### src/rtl/train_pkg.sv
// Shared state and light encodings for the train segment tracker
// and the output/display modules that consume its status.
package train_pkg;

    typedef enum logic [1:0] {
        ST_IDLE  = 2'd0,
        ST_RUN   = 2'd1,
        ST_ALARM = 2'd2
    } state_t;

    typedef struct packed {
        logic red;
        logic yellow;
        logic green;
    } lights_t;

    localparam lights_t LT_OFF    = 3'b000;
    localparam lights_t LT_GREEN  = 3'b001;
    localparam lights_t LT_YELLOW = 3'b010;
    localparam lights_t LT_RED    = 3'b100;

endpackage

### src/rtl/segment_history.sv
// Per-segment transit history with running-average update;
// the read port falls back to the default when a segment has no history.
module segment_history
    import train_pkg::*;
#(
    parameter int N_SEG     = 5,
    parameter int TW        = 19,
    parameter int SW        = 3,
    parameter int T_DEFAULT = 5000
) (
    input  logic          clk,
    input  logic          rst_n,
    input  logic [SW-1:0] rd_idx,
    output logic [TW-1:0] rd_data,
    input  logic          wr_en,
    input  logic [SW-1:0] wr_idx,
    input  logic [TW-1:0] wr_data
);

    localparam logic [TW-1:0] T_DEF = TW'(T_DEFAULT);

    logic [TW-1:0]    hist [N_SEG];
    logic [N_SEG-1:0] valid;
    logic [TW:0]      sum;
    logic [TW-1:0]    avg;

    // Average is formed one bit wider so the carry is not lost.
    assign sum = {1'b0, hist[wr_idx]} + {1'b0, wr_data};
    assign avg = TW'(sum >> 1);

    always_comb begin
        rd_data = T_DEF;
        if (int'(rd_idx) < N_SEG) begin
            if (valid[rd_idx]) begin
                rd_data = hist[rd_idx];
            end
        end
    end

    always_ff @(posedge clk or negedge rst_n) begin
        if (!rst_n) begin
            valid <= '0;
            for (int i = 0; i < N_SEG; i++) begin
                hist[i] <= '0;
            end
        end else if (wr_en) begin
            hist[wr_idx]  <= valid[wr_idx] ? avg : wr_data;
            valid[wr_idx] <= 1'b1;
        end
    end

endmodule

### src/rtl/train_segment_tracker.sv
// Follows a train across the sensor chain, times each segment and
// drives lights/alarm against the per-segment predicted transit time.
module train_segment_tracker
    import train_pkg::*;
#(
    parameter int N_SENSORS    = 6,
    parameter int TW           = 19,
    parameter int T_DEFAULT    = 5000,
    parameter int MARGIN_SHIFT = 2
) (
    input  logic                         clk,
    input  logic                         rst_n,
    input  logic                         tick,
    input  logic [N_SENSORS-1:0]         sensor,
    input  logic                         clear,
    output logic [$clog2(N_SENSORS)-1:0] seg_idx,
    output logic [1:0]                   state,
    output logic [TW-1:0]                measured_t,
    output logic [TW-1:0]                predicted_t,
    output logic                         light_green,
    output logic                         light_yellow,
    output logic                         light_red,
    output logic                         alarm,
    output logic                         done
);

    localparam int SW   = $clog2(N_SENSORS);
    localparam int NSEG = N_SENSORS - 1;

    localparam logic [TW-1:0] CNT_MAX = '1;
    localparam logic [N_SENSORS-1:0] ONE =
        {{(N_SENSORS-1){1'b0}}, 1'b1};

    function automatic logic [TW-1:0] tmo_of(
        input logic [TW-1:0] p
    );
        logic [TW:0] s;
        s = {1'b0, p} + ({1'b0, p} >> MARGIN_SHIFT);
        return s[TW] ? CNT_MAX : s[TW-1:0];
    endfunction

    function automatic lights_t run_lights(
        input logic [TW-1:0] c,
        input logic [TW-1:0] p
    );
        lights_t l;
        l = LT_OFF;
        if (c < p) begin
            l = LT_GREEN;
        end else if (c < tmo_of(p)) begin
            l = LT_YELLOW;
        end
        return l;
    endfunction

    logic [N_SENSORS-1:0] sensor_q;
    logic [N_SENSORS-1:0] rise_q;

    state_t        st_q, st_n;
    logic [SW-1:0] seg_q, seg_n;
    logic [TW-1:0] cnt_q, cnt_n;
    logic [TW-1:0] meas_q, meas_n;
    logic [TW-1:0] pred_q, pred_n;
    lights_t       lt_q, lt_n;
    logic          done_q, done_n;

    logic [SW-1:0] e;
    logic [SW-1:0] rd_idx;
    logic [TW-1:0] rd_pred;
    logic [TW-1:0] tmo_q;
    logic [TW-1:0] cnt_inc;
    logic          wr_en;
    logic          wrong;
    logic          hit;
    logic          last;

    // Rise is registered so the FSM sees a clean one-cycle strobe.
    always_ff @(posedge clk or negedge rst_n) begin
        if (!rst_n) begin
            sensor_q <= '0;
            rise_q   <= '0;
        end else begin
            sensor_q <= sensor;
            rise_q   <= sensor & ~sensor_q;
        end
    end

    assign e       = seg_q + SW'(1);
    assign last    = (e == SW'(NSEG));
    assign wrong   = |(rise_q & ~((ONE << seg_q) | (ONE << e)));
    assign hit     = |(rise_q & (ONE << e));
    assign tmo_q   = tmo_of(pred_q);
    assign cnt_inc = (tick && cnt_q != CNT_MAX) ? cnt_q + TW'(1) : cnt_q;
    assign rd_idx  = (st_q == ST_RUN) ? e : '0;

    segment_history #(
        .N_SEG     (NSEG),
        .TW        (TW),
        .SW        (SW),
        .T_DEFAULT (T_DEFAULT)
    ) u_hist (
        .clk     (clk),
        .rst_n   (rst_n),
        .rd_idx  (rd_idx),
        .rd_data (rd_pred),
        .wr_en   (wr_en),
        .wr_idx  (seg_q),
        .wr_data (cnt_q)
    );

    always_comb begin
        st_n   = st_q;
        seg_n  = seg_q;
        cnt_n  = cnt_q;
        meas_n = meas_q;
        pred_n = pred_q;
        lt_n   = lt_q;
        done_n = 1'b0;
        wr_en  = 1'b0;
        if (clear) begin
            st_n = ST_IDLE;
            lt_n = LT_OFF;
        end else begin
            unique case (st_q)
                ST_IDLE: begin
                    if (rise_q[0]) begin
                        st_n   = ST_RUN;
                        seg_n  = '0;
                        cnt_n  = '0;
                        pred_n = rd_pred;
                        lt_n   = run_lights('0, rd_pred);
                    end
                end
                ST_RUN: begin
                    if (wrong) begin
                        st_n = ST_ALARM;
                        lt_n = LT_RED;
                    end else if (hit) begin
                        meas_n = cnt_q;
                        wr_en  = 1'b1;
                        if (last) begin
                            st_n   = ST_IDLE;
                            lt_n   = LT_OFF;
                            done_n = 1'b1;
                        end else begin
                            seg_n  = e;
                            cnt_n  = '0;
                            pred_n = rd_pred;
                            lt_n   = run_lights('0, rd_pred);
                        end
                    end else begin
                        cnt_n = cnt_inc;
                        // Alarm lands on the same edge the count reaches tmo.
                        if (cnt_inc >= tmo_q) begin
                            st_n = ST_ALARM;
                            lt_n = LT_RED;
                        end else begin
                            lt_n = run_lights(cnt_inc, pred_q);
                        end
                    end
                end
                ST_ALARM: begin
                    lt_n = LT_RED;
                end
                default: begin
                    st_n = ST_IDLE;
                    lt_n = LT_OFF;
                end
            endcase
        end
    end

    always_ff @(posedge clk or negedge rst_n) begin
        if (!rst_n) begin
            st_q   <= ST_IDLE;
            seg_q  <= '0;
            cnt_q  <= '0;
            meas_q <= '0;
            pred_q <= '0;
            lt_q   <= LT_OFF;
            done_q <= 1'b0;
        end else begin
            st_q   <= st_n;
            seg_q  <= seg_n;
            cnt_q  <= cnt_n;
            meas_q <= meas_n;
            pred_q <= pred_n;
            lt_q   <= lt_n;
            done_q <= done_n;
        end
    end

    assign state        = st_q;
    assign seg_idx      = seg_q;
    assign measured_t   = meas_q;
    assign predicted_t  = pred_q;
    assign light_green  = lt_q.green;
    assign light_yellow = lt_q.yellow;
    assign light_red    = lt_q.red;
    assign alarm        = (st_q == ST_ALARM);
    assign done         = done_q;

endmodule
### config.mk
export PLATFORM = sky130hd
export DESIGN_NAME = train_segment_tracker
export DESIGN_NICKNAME = d
export VERILOG_FILES = /design/src/rtl/train_pkg.sv /design/src/rtl/segment_history.sv /design/src/rtl/train_segment_tracker.sv
export SDC_FILE = /design/constraint.sdc
export NUM_CORES = 1
export LEC_CHECK = 0
export ABC_CLOCK_PERIOD_IN_PS = 5900
export CAP_MARGIN = 5
export CORE_ASPECT_RATIO = 1.4
export CORE_MARGIN = 2
export CORE_UTILIZATION = 62
export DETAILED_ROUTE_END_ITERATION = 6
export PLACE_DENSITY = 0.81
export SETUP_SLACK_MARGIN = 0.05
export SLEW_MARGIN = 0
export SYNTH_ARGS = -nofsm -noshare
export SYNTH_HDL_FRONTEND = slang
export SYNTH_SLANG_ARGS = --single-unit
### constraint.sdc
create_clock -name clk -period 5.9 [get_ports clk]
set_input_delay 0.885 -clock clk [delete_from_list [all_inputs] [get_ports clk]]
set_output_delay 0.885 -clock clk [all_outputs]
set_load 0.02 [all_outputs]
==> impl_metrics.json, run 1 <==
{
  "share_of_post_route_cells_with_drive_strength_above_1_pct": 10.5,
  "ioPinCount": 58,
  "routed_wire_length_per_instance_um": 23.8,
  "start_util_pct": 62.7,
  "cp_slowest_cell": "sky130_fd_sc_hd__o31ai_1",
  "antenna_left": 0,
  "drt_first_iter_violations": 1527,
  "ctsResizeCount": 0,
  "seq_area_frac_synth_pct": 32.8,
  "fillerInstances": 1743,
  "tritoncts_num_sinks": 178,
  "detail_route.wirelength_um": 45700,
  "cp_max_fo": 14,
  "timing.setup.critical_path_class": "flip-flop to flip-flop",
  "hold_buffers": 0,
  "achievable-frequency_ghz": 0.187,
  "ff2ff_path_depth": 25,
  "antenna-diode-count": 0,
  "critical_path_arrival_ns": 5.71,
  "row_count": 64,
  "outcome": "complete, but fails checks",
  "global_route_wire_length_before_repair_um": 70900,
  "clock_tree.buffer_depth": 2,
  "syn_to_final_growth_pct": 11.0,
  "most_used_cells_in_the_layout_excluding_fill_and_tap_cells": "sky130_fd_sc_hd__nand2_1 (188), sky130_fd_sc_hd__dfrtp_1 (177), sky130_fd_sc_hd__o21ai_0 (144), sky130_fd_sc_hd__nor2_1 (126), sky130_fd_sc_hd__a21oi_1 (108)",
  "reg_to_reg_startpoint": "predicted_t[1]$_DFFE_PN0P_",
  "cts_post_setup_buffers_inserted": 0,
  "die_w_um": 129,
  "ir_worst_vdd_mv": 0.288,
  "yosysWarningCount": 0,
  "drt_drc_violations_left": 1,
  "syn-instance-count": 1585,
  "synth.cell_area_um2": 13600,
  "final_max_slew_violation_count": 0,
  "grt_overflow": 0,
  "grt_util_all_layers_pct": 40.6,
  "worst-endpoint-required_ns": 6.27,
  "core-area_um2": 21700,
  "nets": 1712,
  "synthDominantCellAreaShare_pct": 32.8,
  "place.port_buffers": 57,
  "synthesis.area_per_instance_um2": 8.58,
  "num_vias": 13066,
  "cts_buffers": 17,
  "max_slew_margin_pct": 28.4,
  "minimum_clock_period_ns": 5.34,
  "detail_route.first_pass.iterations": 7,
  "min-delay-start": "sensor_q[1]$_DFF_PN0_",
  "clockRootBuffer": "sky130_fd_sc_hd__clkbuf_16",
  "worstHoldPathCells": 1,
  "finalHoldViolCount": 0,
  "max-cap-violations": 0,
  "failed_checks": "DRC",
  "clock_tree_from_tritoncts": "yes",
  "cts.htree.levels": 4,
  "setup_repair_after_global_routing_missed_its_margin": "no",
  "timing.final.crit_share_pct": 90.5,
  "worst_skew_ns": 0.00877,
  "ys_ff_latch": 178,
  "postSynthNetCount": 1686,
  "dieArea_um2": 23200,
  "leakage_uw": 0.00670,
  "number_of_global_route_vias_before_repair": 12612,
  "rrSetupSlack_ns": 0.56,
  "synth-edff-count": 0,
  "cts.reportedPaths.clkPinSlew_ns": 0.07,
  "endpoint_kind": "flip-flop",
  "grt_max_degree": 128,
  "setup-violations-final": 0,
  "synth_unique_cells": 105,
  "final_common_cell": "sky130_fd_sc_hd__nand2_1",
  "initial_antenna_violation_count": 1,
  "ys.flop_type": "sky130_fd_sc_hd__dfrtp_1",
  "gp_congestion": 1.02,
  "dpl.hpwl_um": 33700,
  "avgViaCountPerCell": 6.80,
  "cellPowerDensity_nw_per_um2": 237,
  "worst_pin_slew_ns": 1.07,
  "yosys.area.top_type": "sky130_fd_sc_hd__dfrtp_1",
  "finalSetupTns_ns": 0,
  "hold_end": "rise_q[1]$_DFF_PN0_",
  "utilization_pct": 69.6,
  "post_synth_main_area_contributors": "sky130_fd_sc_hd__dfrtp_1 (33%), sky130_fd_sc_hd__ha_1 (8.2%), sky130_fd_sc_hd__o21ai_0 (5.3%)",
  "critical_path.startpoint_type": "flip-flop",
  "endpoint_of_the_worst_slack_reg_to_reg_timing_path": "light_yellow$_DFFE_PN0N_",
  "postSynth.asyncResetShare_pct": 100,
  "worst_hold_path_type": "flip-flop to flip-flop",
  "die_height_um": 179,
  "critical_path.max_stage_delay_ns": 0.50,
  "clock_latency_ns": 0.45
}
==> cell usage after synthesis, types with 9 or more instances <==
cell type	instances
sky130_fd_sc_hd__clkbuf_1	60
sky130_fd_sc_hd__inv_1	60
sky130_fd_sc_hd__nor2b_1	26
sky130_fd_sc_hd__and3_1	13
sky130_fd_sc_hd__nand2_1	188
sky130_fd_sc_hd__a2bb2oi_1	10
sky130_fd_sc_hd__a31oi_1	16
sky130_fd_sc_hd__ha_1	89
sky130_fd_sc_hd__nor3_1	31
sky130_fd_sc_hd__nand4_1	17
sky130_fd_sc_hd__a21oi_1	108
sky130_fd_sc_hd__xor2_1	13
sky130_fd_sc_hd__mux2_2	47
sky130_fd_sc_hd__o211ai_1	11
sky130_fd_sc_hd__nand2b_1	26
sky130_fd_sc_hd__o21ai_0	144
sky130_fd_sc_hd__nor2_1	126
sky130_fd_sc_hd__o22ai_1	19
sky130_fd_sc_hd__and2_1	11
sky130_fd_sc_hd__a21o_1	27
sky130_fd_sc_hd__mux2i_1	39
sky130_fd_sc_hd__o31ai_1	11
sky130_fd_sc_hd__a22oi_1	13
sky130_fd_sc_hd__buf_2	19
sky130_fd_sc_hd__a22o_1	9
sky130_fd_sc_hd__nand3_1	31
sky130_fd_sc_hd__a211oi_1	12
sky130_fd_sc_hd__xnor2_1	38
sky130_fd_sc_hd__dfrtp_1	178
==> cells by family (layout without fill, tap and decap cells) <==
| logic type | Yosys count | in the layout | synth area share (%) |
|---|---|---|---|
| AOI/OAI and AO/OA | 489 | 489 | 23.9 |
| DFF | 178 | 178 | 32.8 |
| and+or+nand+nor | 521 | 521 | 18.2 |
| adders and majority gates | 93 | 93 | 8.64 |
| xor gates and xnor gates | 52 | 52 | 3.40 |
| buffers and inverters | 155 | 194 | 4.73 |
| muxes | 97 | 97 | 8.36 |
==> final cells by class <==
| type | count | area (µm²) | share of cell area (%) |
|---|---|---|---|
| Clock buffer | 18 | 439 | 2.91 |
| Clock inverter | 14 | 148 | 0.978 |
| Inverter | 61 | 229 | 1.52 |
| Multi-Input combinational cell | 1252 | 8540 | 56.5 |
| Sequential cell | 178 | 4460 | 29.5 |
| Tap cell | 297 | 372 | 2.46 |
| Timing Repair Buffer | 101 | 917 | 6.07 |
==> sequential cells by signal, indices dropped and copies added (netlist names) <==
register and flops:
u_hist.hist 95, cnt_q 19, measured_t 19, predicted_t 19
rise_q 6, sensor_q 6, u_hist.valid 5, seg_idx 3
state 2, done 1, light_green 1, light_red 1
light_yellow 1
==> routing by layer <==
metal,part of all wire (%),vias to the layer above,global-route usage [%],wire (µm)
met2,46,789,64.7,20900
met4,9.2,0,30.5,4180
met1,36,6168,48.0,16400
li1,-,5864,-,-
met3,9.3,245,8.39,4250
met5,0,-,0,0
==> power by group <==
part           internal [µW]  switching [µW]
Clock                    610             545
Combinational            412             690
Sequential              1260            63.6
==> worst max-delay path, delay by kind of cell, from the launching register on <==
| kind | cells | cell delay, ns |
|---|---|---|
| buf+inv | 2 | 0.37 |
| simple gates | 3 | 0.30 |
| fa+ha+maj | 2 | 0.56 |
| flops | 1 | 0.45 |
| compound gates | 18 | 3.58 |
==> metrics by stage <==
stage | power, µW | setup slack (ns) | instances | cell area (µm²) | hold WS, ns
finish | 3580 | 0.562 | 1921 | 15100 | 0.390
global route | 3740 | 0.125 | 1921 | 15100 | 0.403
CTS | 3560 | 0.605 | 1921 | 15100 | 0.397
detailed placement | 2410 | 0.354 | 1889 | 14500 | 0.386
global placement | 2410 | 0.538 | 1889 | 14500 | 0.384
floorplan | 2060 | 0.469 | 1585 | 13600 | 0.378
==> worst max-delay path by stage <==
stage	startpoint	to	slack, ns	cells past startpoint
floorplan	seg_idx[0]$_DFFE_PN0P_	light_yellow$_DFFE_PN0N_	0.47	24
global placement	tick	light_yellow$_DFFE_PN0N_	0.54	17
detailed placement	tick	light_yellow$_DFFE_PN0N_	0.35	17
CTS	predicted_t[1]$_DFFE_PN0P_	light_yellow$_DFFE_PN0N_	0.60	25
global route	predicted_t[1]$_DFFE_PN0P_	light_yellow$_DFFE_PN0N_	0.13	25
finish	predicted_t[1]$_DFFE_PN0P_	light_yellow$_DFFE_PN0N_	0.56	25
Power figures use the tool's default switching activity.
==> run 2: changes to the inputs <==
--- a/config.mk
+++ b/config.mk
@@ -5,13 +5,14 @@
 export SDC_FILE = /design/constraint.sdc
 export NUM_CORES = 1
 export LEC_CHECK = 0
-export ABC_CLOCK_PERIOD_IN_PS = 5900
+export ABC_CLOCK_PERIOD_IN_PS = 4700
 export CAP_MARGIN = 5
 export CORE_ASPECT_RATIO = 1.4
 export CORE_MARGIN = 2
-export CORE_UTILIZATION = 62
+export CORE_UTILIZATION = 56
 export DETAILED_ROUTE_END_ITERATION = 6
-export PLACE_DENSITY = 0.81
+export PLACE_DENSITY = 0.77
+export REMOVE_ABC_BUFFERS = 1
 export SETUP_SLACK_MARGIN = 0.05
 export SLEW_MARGIN = 0
 export SYNTH_ARGS = -nofsm -noshare
==> constraint.sdc (replaced) <==
create_clock -name clk -period 4.7 [get_ports clk]
set_input_delay 0.705 -clock clk [delete_from_list [all_inputs] [get_ports clk]]
set_output_delay 0.705 -clock clk [all_outputs]
set_load 0.02 [all_outputs]
==> impl_metrics.json, run 2 (synthesized netlist as in run 1, its figures left out) <==
{
  "cellPowerDensity_nw_per_um2": 289,
  "dpl.hpwl_um": 34300,
  "cts.reportedPaths.clkPinSlew_ns": 0.08,
  "critical_path.startpoint_type": "flip-flop",
  "outcome": "complete, but fails checks",
  "utilization_pct": 68.9,
  "timing.final.crit_share_pct": 99.8,
  "drt_first_iter_violations": 1294,
  "setup-violations-final": 0,
  "p_sw_share_pct": 36.4,
  "grt_max_degree": 100,
  "achievable-frequency_ghz": 0.213,
  "cp_max_fo": 3,
  "detail_route.first_pass.iterations": 7,
  "die_height_um": 188,
  "power.combinational.fraction_pct": 35.8,
  "core-area_um2": 23900,
  "clock_latency_ns": 0.46,
  "finalHoldViolCount": 0,
  "syn_to_final_growth_pct": 21.0,
  "antenna-diode-count": 0,
  "drt_drc_violations_left": 5,
  "minimum_clock_period_ns": 4.69,
  "largest_reg_flops": 95,
  "worst_hold_path_type": "primary input to async pin",
  "regMostFlops": "u_hist.hist",
  "global_route_wire_length_before_repair_um": 72400,
  "die_w_um": 136,
  "clock_tree.buffer_depth": 2,
  "pwr-share-clk_pct": 29.7,
  "most_heavily_used_metal_layer_in_global_routing": "met2",
  "groute.layer.met2.usage_pct": 59.3,
  "worst_pin_slew_ns": 1.10,
  "max_slew_margin_pct": 26.5,
  "avgViaCountPerCell": 6.51,
  "hold_buffers": 0,
  "endpoint_kind": "flip-flop",
  "p_switching_uw": 1730,
  "final_max_slew_violation_count": 0,
  "share_of_post_route_cells_with_drive_strength_above_1_pct": 20.0,
  "worst-endpoint-required_ns": 5.03,
  "antenna_left": 0,
  "grt_use_met3_pct": 6.27,
  "gp_congestion": 0.966,
  "row_count": 67,
  "worst_skew_ns": 0.0124,
  "ioPinCount": 58,
  "grt_util_all_layers_pct": 36.9,
  "leakage_uw": 0.00747,
  "met1_routing_resource_usage_after_global_routing_pct": 43.1,
  "clock_tree_from_tritoncts": "yes",
  "clockRootBuffer": "sky130_fd_sc_hd__clkbuf_16",
  "internal_power_uw": 3020,
  "most_used_cells_in_the_layout_excluding_fill_and_tap_cells": "sky130_fd_sc_hd__nand2_1 (188), sky130_fd_sc_hd__buf_4 (185), sky130_fd_sc_hd__dfrtp_1 (177), sky130_fd_sc_hd__o21ai_0 (136), sky130_fd_sc_hd__nor2_1 (119)",
  "p_seq_share_pct": 34.5,
  "nets": 1861,
  "routed_wire_length_per_instance_um": 22.4,
  "grt_overflow": 0,
  "timing.setup.critical_path_class": "flip-flop to flip-flop",
  "critical_path_arrival_ns": 5.02,
  "initial_antenna_violation_count": 0,
  "num_vias": 13554,
  "cts_buffers": 17,
  "total_placed_instance_area_um2": 15500,
  "setup_repair_after_global_routing_missed_its_margin": "yes",
  "tritoncts_num_sinks": 178,
  "failed_checks": "DRC",
  "number_of_global_route_vias_before_repair": 13274,
  "max-cap-violations": 0,
  "cts.htree.levels": 4,
  "final_common_cell": "sky130_fd_sc_hd__nand2_1",
  "dieArea_um2": 25600,
  "start_util_pct": 56.9,
  "ir_worst_vdd_mv": 0.278,
  "stdcell_area_um2": 16500,
  "place.port_buffers": 57,
  "detail_route.wirelength_um": 46600
}
==> run 2: cell count changes in the layout (fill, tap and decap cells not counted), sizes merged <==
| cell | change |
|---|---|
| inv | +1 |
| buf | +150 |
| clkinvlp | +1 |
| bufinv | -1 |
| clkbuf | -2 |
==> run 2: repair_timing <==
action | in CTS | in global routing
setup buffers | 14 | 11
setup endpoints to repair | 10 | 17
gates resized for setup | 17 | 36
cloned | 0 | 0
pin swaps | 15 | 32
==> run 2: per-stage QoR <==
stage | worst slack (ns) | hold slack [ns] | std cells | TNS [ns] | total power (µW)
after floorplan | -3.57 | 0.378 | 1491 | -254.58 | 2560
after global placement | -0.0502 | 0.381 | 2027 | -0.0502 | 3130
after detailed placement | -0.249 | 0.386 | 2027 | -0.352 | 3160
after CTS | 0.0562 | 0.396 | 2073 | 0 | 4630
after global routing | -0.161 | 0.410 | 2083 | -0.365 | 4970
final | 0.0109 | 0.365 | 2083 | 0 | 4750
==> run 2: metal layers <==
| metal | share of wire, % | up-vias | routed length [µm] |
|---|---|---|---|
| met5 | 0 | - | 0 |
| met4 | 9.3 | 0 | 4340 |
| met3 | 6.8 | 234 | 3160 |
| met2 | 47 | 632 | 21900 |
| met1 | 37 | 6526 | 17200 |
| li1 | - | 6162 | - |
==> run 2: final timing paths <==
path | start | endpoint | slack, ns | cells past startpoint
min | rst_n | measured_t[13]$_DFFE_PN0P_ | 0.37 | 1
max | predicted_t[2]$_DFFE_PN0P_ | light_yellow$_DFFE_PN0N_ | 0.01 | 24
min in group clk | sensor_q[3]$_DFF_PN0_ | rise_q[3]$_DFF_PN0_ | 0.39 | 1
max in group asynchronous | rst_n | u_hist.hist[93]$_DFFE_PN0P_ | 3.17 | 2
min reg2reg | sensor_q[3]$_DFF_PN0_ | rise_q[3]$_DFF_PN0_ | 0.39 | 1
max reg2reg | predicted_t[2]$_DFFE_PN0P_ | light_yellow$_DFFE_PN0N_ | 0.01 | 24
==> run 2: final cells by class <==
cell class	count	area, µm²
clock buffers	17	425
multi-input cells	1252	8710
fillers	1914	7440
repair buffers	250	2090
flip-flops and latches	178	4460
clock inverters	15	145
inverters	61	229
well taps	310	388
==> run 2: power groups by stage <==
| stage | clock network (µW) | registers, µW | logic, µW |
|---|---|---|---|
| 2_1_floorplan | 0 | 1710 | 857 |
| 6_report | 1410 | 1640 | 1700 |
| 4_1_cts | 1420 | 1630 | 1580 |
| 3_3_place_gp | 0 | 1660 | 1470 |
| 3_5_place_dp | 0 | 1670 | 1500 |
| 5_1_grt | 1490 | 1640 | 1840 |
==> run 2: critical path, stage by stage (launching register included) <==
cell and delay [ns]:
sky130_fd_sc_hd__dfrtp_1 0.38, sky130_fd_sc_hd__ha_2 0.20, sky130_fd_sc_hd__inv_2 0.04, sky130_fd_sc_hd__fa_2 0.39, sky130_fd_sc_hd__nor2b_1 0.12, sky130_fd_sc_hd__o21ai_1 0.08, sky130_fd_sc_hd__a21boi_1 0.19, sky130_fd_sc_hd__o21ai_1 0.10
sky130_fd_sc_hd__a21boi_1 0.21, sky130_fd_sc_hd__o21ai_1 0.11, sky130_fd_sc_hd__a21o_1 0.21, sky130_fd_sc_hd__buf_6 0.13, sky130_fd_sc_hd__a211o_4 0.36, sky130_fd_sc_hd__a31oi_4 0.22, sky130_fd_sc_hd__ha_4 0.16, sky130_fd_sc_hd__nand4_1 0.13
sky130_fd_sc_hd__nor2_1 0.18, sky130_fd_sc_hd__buf_4 0.14, sky130_fd_sc_hd__buf_6 0.09, sky130_fd_sc_hd__a31oi_4 0.08, sky130_fd_sc_hd__o211ai_1 0.45, sky130_fd_sc_hd__o31ai_2 0.13, sky130_fd_sc_hd__a221oi_2 0.19, sky130_fd_sc_hd__o2111a_1 0.20
sky130_fd_sc_hd__a31oi_1 0.08
